File: config.mk
export PLATFORM = sky130hd
export DESIGN_NAME = learn_player
export DESIGN_NICKNAME = d
export VERILOG_FILES = /design/src/rtl/learn_player.sv
export SDC_FILE = /design/constraint.sdc
export NUM_CORES = 1
export LEC_CHECK = 0
export BUFFER_PORTS_ARGS = -buffer_cell sky130_fd_sc_hd__buf_2
export CAP_MARGIN = 10
export CORE_ASPECT_RATIO = 0.9
export CORE_MARGIN = 8
export CORE_UTILIZATION = 60
export DETAILED_ROUTE_END_ITERATION = 12
export PLACE_DENSITY = 0.86
export SYNTH_ARGS = -nofsm -noshare
export SYNTH_HDL_FRONTEND = slang
export SYNTH_SLANG_ARGS = --single-unit
File: constraint.sdc
create_clock -name clk -period 7.9 [get_ports clk]
set_clock_uncertainty 0.2 [all_clocks]
set_input_delay 0.395 -clock clk [delete_from_list [all_inputs] [get_ports clk]]
set_output_delay 0.395 -clock clk [all_outputs]
set_load 0.005 [all_outputs]
File: src/rtl/learn_player.sv
// Guided song playback: lights the expected key, sounds the note while it is held, scores hits/misses.
// Define LEARN_TIMEOUT_EN to add a GUIDE timeout (parameter TIMEOUT_BEATS) that counts a miss and skips the note.
module learn_player #(
    parameter int NUM_KEYS    = 7,
    parameter int NUM_SONGS   = 6,
    parameter int SONG_LEN    = 64,
    parameter int BEAT_CYCLES = 25000000,
    parameter int CNT_W       = 8,
`ifdef LEARN_TIMEOUT_EN
    parameter int TIMEOUT_BEATS = 8,
`endif
    localparam int SONG_W = (NUM_SONGS > 1) ? $clog2(NUM_SONGS) : 1,
    localparam int ADDR_W = (SONG_LEN > 1) ? $clog2(SONG_LEN) : 1
) (
    input  logic                clk,
    input  logic                reset,
    input  logic                song_next,
    input  logic                song_prev,
    input  logic [NUM_KEYS-1:0] switches,
    input  logic [1:0]          octave_sel,
    output logic [SONG_W-1:0]   rom_song,
    output logic [ADDR_W-1:0]   rom_addr,
    input  logic [3:0]          rom_note,
    input  logic [1:0]          rom_octave,
    input  logic [3:0]          rom_dur,
    output logic [3:0]          note_out,
    output logic [1:0]          octave_out,
    output logic [NUM_KEYS-1:0] led_out,
    output logic [CNT_W-1:0]    hit_cnt,
    output logic [CNT_W-1:0]    miss_cnt,
    output logic                pass_done,
    output logic [2:0]          dbg_state
);

    localparam int BEAT_W = (BEAT_CYCLES > 1) ? $clog2(BEAT_CYCLES) : 1;
    localparam int DUR_W  = 4 + BEAT_W;
    localparam logic [3:0]        MAX_KEY   = 4'(NUM_KEYS);
    localparam logic [3:0]        END_CODE  = 4'hF;
    localparam logic [ADDR_W-1:0] LAST_ADDR = ADDR_W'(SONG_LEN - 1);
    localparam logic [SONG_W-1:0] LAST_SONG = SONG_W'(NUM_SONGS - 1);
    localparam logic [DUR_W-1:0]  BEAT_LEN  = DUR_W'(BEAT_CYCLES);

    typedef enum logic [2:0] {S_FETCH, S_LOAD, S_GUIDE, S_HOLD, S_REST} state_e;

    state_e              state_q, state_d;
    logic [ADDR_W-1:0]   addr_q, addr_d, addr_inc;
    logic [SONG_W-1:0]   song_q, song_d;
    logic [3:0]          note_q, note_d, dur_q, dur_d;
    logic [1:0]          oct_q, oct_d;
    logic [DUR_W-1:0]    cnt_q, cnt_d, dur_last;
    logic [CNT_W-1:0]    hit_q, hit_d, miss_q, miss_d;
    logic                wrong_q, next_q, prev_q;
    logic [NUM_KEYS-1:0] key_mask;
    logic                correct, wrong_now, rom_is_key, rom_is_end;
    logic                next_rise, prev_rise, song_chg, dur_done, miss_inc;

`ifdef LEARN_TIMEOUT_EN
    localparam longint TMO_CYCLES = longint'(TIMEOUT_BEATS) * longint'(BEAT_CYCLES);
    localparam int TMO_W = $clog2(TMO_CYCLES + 1);
    localparam logic [TMO_W-1:0] TMO_LAST = TMO_W'(TMO_CYCLES - 1);
    logic [TMO_W-1:0] tmo_q, tmo_d;
`endif

    assign rom_song  = song_q;
    assign rom_addr  = addr_q;
    assign hit_cnt   = hit_q;
    assign miss_cnt  = miss_q;
    assign dbg_state = state_q;

    always_comb begin
        key_mask = '0;
        if (note_q != 4'd0 && note_q <= MAX_KEY)
            key_mask = NUM_KEYS'(1) << (note_q - 4'd1);
    end

    // A zero duration plays as one beat; the counter runs 0 .. dur*BEAT_CYCLES-1.
    assign dur_last   = DUR_W'((dur_q == 4'd0) ? 4'd1 : dur_q) * BEAT_LEN - DUR_W'(1);
    assign dur_done   = (cnt_q == dur_last);
    assign correct    = (key_mask != '0) && (switches == key_mask) && (octave_sel == oct_q);
    assign wrong_now  = (state_q == S_GUIDE) && (|switches) && !correct;
    assign rom_is_key = (rom_note != 4'd0) && (rom_note <= MAX_KEY);
    assign rom_is_end = (rom_note == END_CODE) || ((addr_q == LAST_ADDR) && !rom_is_key);
    assign addr_inc   = (addr_q == LAST_ADDR) ? '0 : addr_q + ADDR_W'(1);
    assign next_rise  = song_next && !next_q;
    assign prev_rise  = song_prev && !prev_q;
    assign song_chg   = next_rise ^ prev_rise;

    always_comb begin
        state_d    = state_q;
        addr_d     = addr_q;
        song_d     = song_q;
        note_d     = note_q;
        oct_d      = oct_q;
        dur_d      = dur_q;
        cnt_d      = cnt_q;
        hit_d      = hit_q;
        miss_d     = miss_q;
        miss_inc   = wrong_now && !wrong_q;
        note_out   = 4'd0;
        octave_out = 2'b00;
        led_out    = '0;
        pass_done  = 1'b0;
`ifdef LEARN_TIMEOUT_EN
        tmo_d      = '0;
`endif
        case (state_q)
            S_FETCH: state_d = S_LOAD;
            S_LOAD: begin
                note_d = rom_note;
                oct_d  = rom_octave;
                dur_d  = rom_dur;
                cnt_d  = '0;
                if (rom_is_end) begin
                    pass_done = 1'b1;
                    addr_d    = '0;
                    state_d   = S_FETCH;
                end else if (rom_is_key) begin
                    state_d = S_GUIDE;
                end else begin
                    state_d = S_REST;
                end
            end
            S_GUIDE: begin
                led_out = key_mask;
                if (correct) begin
                    state_d = S_HOLD;
`ifdef LEARN_TIMEOUT_EN
                end else if (tmo_q == TMO_LAST) begin
                    miss_inc = 1'b1;
                    addr_d   = addr_inc;
                    state_d  = S_FETCH;
                end else begin
                    tmo_d = tmo_q + TMO_W'(1);
`endif
                end
            end
            S_HOLD: begin
                led_out    = key_mask;
                octave_out = oct_q;
                // Releasing the key pauses the count; only held cycles contribute.
                if (correct) begin
                    note_out = note_q;
                    if (dur_done) begin
                        if (!(&hit_q)) hit_d = hit_q + CNT_W'(1);
                        cnt_d   = '0;
                        addr_d  = addr_inc;
                        state_d = S_FETCH;
                    end else begin
                        cnt_d = cnt_q + DUR_W'(1);
                    end
                end
            end
            S_REST: begin
                if (dur_done) begin
                    cnt_d   = '0;
                    addr_d  = addr_inc;
                    state_d = S_FETCH;
                end else begin
                    cnt_d = cnt_q + DUR_W'(1);
                end
            end
            default: state_d = S_FETCH;
        endcase

        if (miss_inc && !(&miss_q)) miss_d = miss_q + CNT_W'(1);

        // A song change overrides whatever the note logic decided this cycle.
        if (song_chg) begin
            if (next_rise) song_d = (song_q == LAST_SONG) ? '0 : song_q + SONG_W'(1);
            else           song_d = (song_q == '0) ? LAST_SONG : song_q - SONG_W'(1);
            addr_d     = '0;
            cnt_d      = '0;
            hit_d      = '0;
            miss_d     = '0;
            state_d    = S_FETCH;
            note_out   = 4'd0;
            octave_out = 2'b00;
            led_out    = '0;
            pass_done  = 1'b0;
`ifdef LEARN_TIMEOUT_EN
            tmo_d      = '0;
`endif
        end
    end

    always_ff @(posedge clk) begin
        if (reset) begin
            state_q <= S_FETCH;
            addr_q  <= '0;
            song_q  <= '0;
            note_q  <= 4'd0;
            oct_q   <= 2'b00;
            dur_q   <= 4'd0;
            cnt_q   <= '0;
            hit_q   <= '0;
            miss_q  <= '0;
            wrong_q <= 1'b0;
            next_q  <= song_next;
            prev_q  <= song_prev;
`ifdef LEARN_TIMEOUT_EN
            tmo_q   <= '0;
`endif
        end else begin
            state_q <= state_d;
            addr_q  <= addr_d;
            song_q  <= song_d;
            note_q  <= note_d;
            oct_q   <= oct_d;
            dur_q   <= dur_d;
            cnt_q   <= cnt_d;
            hit_q   <= hit_d;
            miss_q  <= miss_d;
            wrong_q <= wrong_now;
            next_q  <= song_next;
            prev_q  <= song_prev;
`ifdef LEARN_TIMEOUT_EN
            tmo_q   <= tmo_d;
`endif
        end
    end

endmodule

Word-level counts from Yosys, hierarchy flattened
Index checks and enable logic that the tools add are counted.

Flip-flop bits (word level): 70. Bits of input ports: 23. Output and inout bits: 42. Logic and storage cells: 102.

Add/sub/neg operators: 8. $mul: 1. Order comparisons: 2. Equality and inequality tests: 13. Shifts and indexed selects: 1. Mux-type cells: 29. Bitwise logic cells: 2. Reduce and logical (&&, ||, !) cells: 34.

Operators by type and width (count): $pmux 29 s3 (1); $mux 29 (2); $add 29x1->29 const B (1); $eq 29x29->1 (1); $sub 29x1->29 const B (1); $mux 3 (8); $mux 6 (4); $mul 4x19->23 const B (1); $mux 7 (3); $pmux 6 s3 (1); $add 8x1->8 const B (2); $mux 4 (4); $reduce_and 8->1 (2); $pmux 3 s5 (1); $logic_and 1x1->1 (11); $le 4x3->1 const B (2); $reduce_bool 4->1 (2); $eq 7x7->1 (1); $reduce_bool 7->1 (1); $reduce_or 7->1 (1); $shl 1x4->7 const A (1); $add 6x1->6 const B (1); $eq 3x2->1 const B (2); $eq 3x3->1 const B (2); 21 further kinds (34).

Logic depth before layout (Yosys ltp)
Depth in word-level cells: 10. Depth in mapped cells: 23. Depth with buffers taken out: 20.

Worst setup path before layout
No wires, ideal clock.

Kind: register -> register. Start point: register dur_q[3]. End point: register cnt_q[18]. Library setup time: 0.115 ns. Arrival: 5.634 ns. Required time: 7.585 ns. Setup slack: 1.951 ns. Stages on the path, launching flop included: 21. Path buffers: 2. Clock period less this slack: 5.949 ns. Cell sequence: dfxtp_1 inv_1 ha_1 nor2b_1 or2_2 clkbuf_1 inv_1 fa_1 inv_1 fa_1 nor4_1 o211ai_1 a2111oi_2 nand3b_1 nor4b_2 o211ai_1 a2111oi_4 a31oi_2 o21ai_4 buf_4 nor2_1.

Word-level cells in the longest chain between the ends: 8.

Ends and longest elaborated chain: from (decl) (line 48) `logic [3:0] note_q, note_d, dur_q, dur_d;`; from (signal assigned) (line 209) `dur_q <= dur_d;`; $logic_not 4->1 (line 77) `assign dur_last = DUR_W'((dur_q == 4'd0) ? 4'd1 : dur_q) * BEAT_LEN - DUR_W'(1);`; $mux 4 (*) (line 77); $mul 4x19->23 (*) (line 77); $sub 29x1->29 (*) (line 77); $eq 29x29->1 (*) (line 78) `assign dur_done = (cnt_q == dur_last);`; $mux 29 (*) (line 143, 154); $mux 29 (line 141) `if (correct) begin`; $pmux 29 s3 (*) (line 106) `case (state_q)`; to (signal assigned) (line 210) `cnt_q <= cnt_d;`; to (decl) (line 50) `logic [DUR_W-1:0] cnt_q, cnt_d, dur_last;`.

Every way passes the cells marked *; elsewhere a longest branch is shown, timed or not. The select of a mux whose other input is x is not followed. A chain may end at the register's enable or synchronous reset.

Worst setup path after layout
Start point: register dur_q[3]. End point: register cnt_q[16].

The elaborated chain is that of the path after synthesis.

==> results.json <==
{
  "finalWorstSetupSlack_ps": 980.2,
  "critical_path.startpoint_type": "register",
  "comb_power_share": 0.472,
  "timing.critical_path.depth": 18,
  "globalplace.congestion": 0.9254,
  "grt_overflow_total": 0,
  "critical-path-top-cell-by-count": "inv_1",
  "synth.top_cells.by_area": "dfxtp_1, nor2_1, ha_1",
  "first_global_vias": 5039,
  "met2_resource_use_gr": 0.3620,
  "clkLatencyLatePin_ps": 350,
  "cts_tree": "built",
  "number_of_port_buffers": 63,
  "global_route_met1_usage": 0.3143,
  "criticalPathCategory": "reg2reg",
  "syn-num-nets": 772,
  "cpLargestDelayFamily": "compound AO/OA/AOI/OAI gates",
  "cpPeakStageDelay_ps": 660,
  "max_freq_ghz": 0.1445,
  "grt_util_met3": 0.04929,
  "die_y_um": 107.8,
  "place_ws_ps": 1050,
  "numCtsBuffers": 9,
  "clock-sinks": 70,
  "synth_top_area_share": 0.2493,
  "totalWireLength_um": 15100,
  "synthArstFlopShare": 0,
  "dpl-instance-area_um2": 5986,
  "critPathBufInv": 3,
  "cts_max_level": 3,
  "postSynthRegisterBits": 70,
  "switching_power_w": 0.0005440,
  "synth_cells": 711,
  "whs_ps": 80.44,
  "synth_edf_count": 0,
  "synth_area_um2": 5620,
  "placementRows": 33,
  "yosysWarnings": 0,
  "clk_pin_slew_ps": 80,
  "worst_path_max_delay_cell": "nor4_1",
  "finish_stage_setup_viols": 0,
  "pin_count_of_the_biggest_net_entering_global_routing": 28,
  "worstSetupEndpointType": "register",
  "synth_to_final_area_change_pct": 10.53,
  "cts_hold_buf": 2,
  "crit_path_cell_trace": "inv_1 -> ha_1 -> nor2b_1 -> or2_2 -> inv_1 -> fa_1 -> inv_1 -> fa_1 -> nor4_1 -> o211ai_1 -> a2111oi_2 -> nand3b_1 -> nor4b_2 -> o211ai_1 -> a2111oi_4 -> a31oi_2 -> o21ai_4 -> nor2_1",
  "crit_arrival_ps": 6940,
  "post_route_cells_drive_above_1_share": 0.1330,
  "global_route_wire_length_before_repair_um": 24430,
  "post-cts-setup-buffers": 0,
  "power_density_nw_per_um2": 207.4,
  "status": "finished clean",
  "wl_per_cell_um": 16.99,
  "drv_cap": 0,
  "power.sequential.fraction": 0.291,
  "critPathRequiredTime_ps": 7920,
  "worstRegToRegCells": 18,
  "p_leak_nw": 2.427,
  "place_hpwl_um": 11690,
  "min_delay_path_depth": 3,
  "post_drt_via_cell_ratio": 6.200,
  "finalSetupTns_ps": 0,
  "netSwitchingFraction": 0.4223,
  "post_layout_nets": 823,
  "layout_min_cycle_time_ps": 6920,
  "p_clk_frac": 0.236,
  "drc": 0,
  "yosysSeqAreaShare": 0.2493,
  "p_int_w": 0.0007442,
  "cts.repair.resized": 0,
  "tightestPinTransition_ps": 1205,
  "synth-main-ff-cell": "dfxtp_1",
  "critPathMaxFanout": 27,
  "grt_use_total": 0.2318,
  "design.die.area_um2": 12720,
  "antenna_found_initial": 0,
  "dr.first_iter.drc_count": 687,
  "grt.busiest_layer": "met2",
  "finalMaxSlewViolations": 0,
  "finalCritPeriodShare": 0.8759,
  "regToRegSetupSlack_ps": 980,
  "hold_path_class": "in2reg",
  "detailroute.via_count": 5512,
  "detail-route-antenna-nets": 0,
  "antenna_cells_inserted": 0,
  "drtPass1Iterations": 5,
  "synth_area_leader_cell": "dfxtp_1",
  "io_pins": 65,
  "cts-root-buf": "clkbuf_8",
  "core_um2": 9125,
  "syn_area_per_cell_um2": 7.905,
  "finalHoldViolCount": 0,
  "post_synth_num_cell_types": 79,
  "grt_setup_unrepaired": "no",
  "stdcell_area_um2": 6212,
  "slew-limit-headroom": 0.1891,
  "max-clock-path-buffers": 2,
  "starting_density_of_the_core": 0.6159,
  "ir_drop_uv": 109.8,
  "die_w_um": 118.0
}
area by class of cell:
class	count	area, µm²
multi-input cells	585	3993
fillers	756	2913
flip-flops and latches	70	1401
repair buffers	67	350.3
well taps	122	152.6
clock buffers	10	137.6
inverters	29	108.9
clock inverters	6	68.82
registers in the layout (all words and copies together) (netlist names):
name	cells
cnt_q	29
rom_song	3
oct_q	2
miss_cnt	8
wrong_q	1
dbg_state	3
dur_q	4
hit_cnt	8
next_q	1
prev_q	1
rom_addr	6
note_q	4
metrics by stage:
| step | instances | power [W] | utilization |
|---|---|---|---|
| floorplan | 711 | 0.0008457 | - |
| finish | 889 | 0.001288 | 0.6808 |
| detailed placement | 871 | 0.0009729 | 0.6560 |
| global route | 889 | 0.001361 | 0.6808 |
| CTS | 889 | 0.001278 | 0.6808 |
| global placement | 871 | 0.0009585 | 0.6560 |
layout by cell type (no fill, tap or decap), types with 21 or more instances in the layout:
cell,netlist,layout
a21oi_1,37,37
buf_2,2,63
dfxtp_1,70,70
ha_1,30,30
inv_1,28,28
nand2_1,55,55
nand3_1,27,27
nor2_1,104,104
nor3_1,22,21
o21ai_0,22,22
xnor2_1,36,36
xor2_1,27,27
per-layer routing:
layer | share of wire | vias up
met3 | 0.074 | 28
met4 | 0.015 | 0
li1 | - | 2661
met1 | 0.46 | 2602
met5 | 0 | -
met2 | 0.45 | 221
path summary, 6_finish.rpt:
check / start / to
worst max-delay path: dur_q[3]$_SDFFE_PP0P_ / cnt_q[16]$_SDFFE_PP0P_
worst min-delay path: rom_octave[0] / oct_q[0]$_SDFFE_PP0P_
worst min register to register: cnt_q[1]$_SDFFE_PP0P_ / cnt_q[1]$_SDFFE_PP0P_
worst max register to register: dur_q[3]$_SDFFE_PP0P_ / cnt_q[16]$_SDFFE_PP0P_
power groups by stage:
stage | Sequential, W | Clock, W | Combinational, W
2_1_floorplan | 0.000377 | 0 | 0.000469
3_5_place_dp | 0.000383 | 0 | 0.000590
6_report | 0.000375 | 0.000304 | 0.000608
4_1_cts | 0.000375 | 0.000308 | 0.000595
3_3_place_gp | 0.000382 | 0 | 0.000577
5_1_grt | 0.000377 | 0.000323 | 0.000662
synth_stat cells, drive strengths merged (4+ instances only):
master and instances:
a21o 10, a211o 4, or3 11, nor3 22, nand2b 14, nor2b 9, clkbuf 21, dfxtp 70
buf 6, o211a 4, mux2i 9, nor2 104, a21oi 37, inv 28, or4 4, ha 30
nand3b 4, and3 15, nand2 55, o21a 4, a22oi 4, nand3 28, a211oi 9, o21ai 26
nor4b 6, nor4 14, and2 6, fa 8, o211ai 7, xnor2 36, or2 5, nand4 15
a2111oi 6, a31oi 6, xor2 27
logic make-up after synthesis:
family | Yosys count | synth area share
other | 1 | 0.0006672
buffers and inverters | 56 | 0.04118
adder cells (fa/ha/maj) | 38 | 0.09528
AND/OR/NAND/NOR | 324 | 0.2932
AO/OA/AOI/OAI | 147 | 0.1941
multiplexers | 9 | 0.01603
XOR/XNOR | 66 | 0.1102
flip-flops | 70 | 0.2493
tightest hold or removal path: cells and delay by family:
kind,cells,cell delay (ps)
muxes,1,50
buffers and inverters,1,70
and+or+nand+nor,1,80
(Power assumes the default switching activity.)
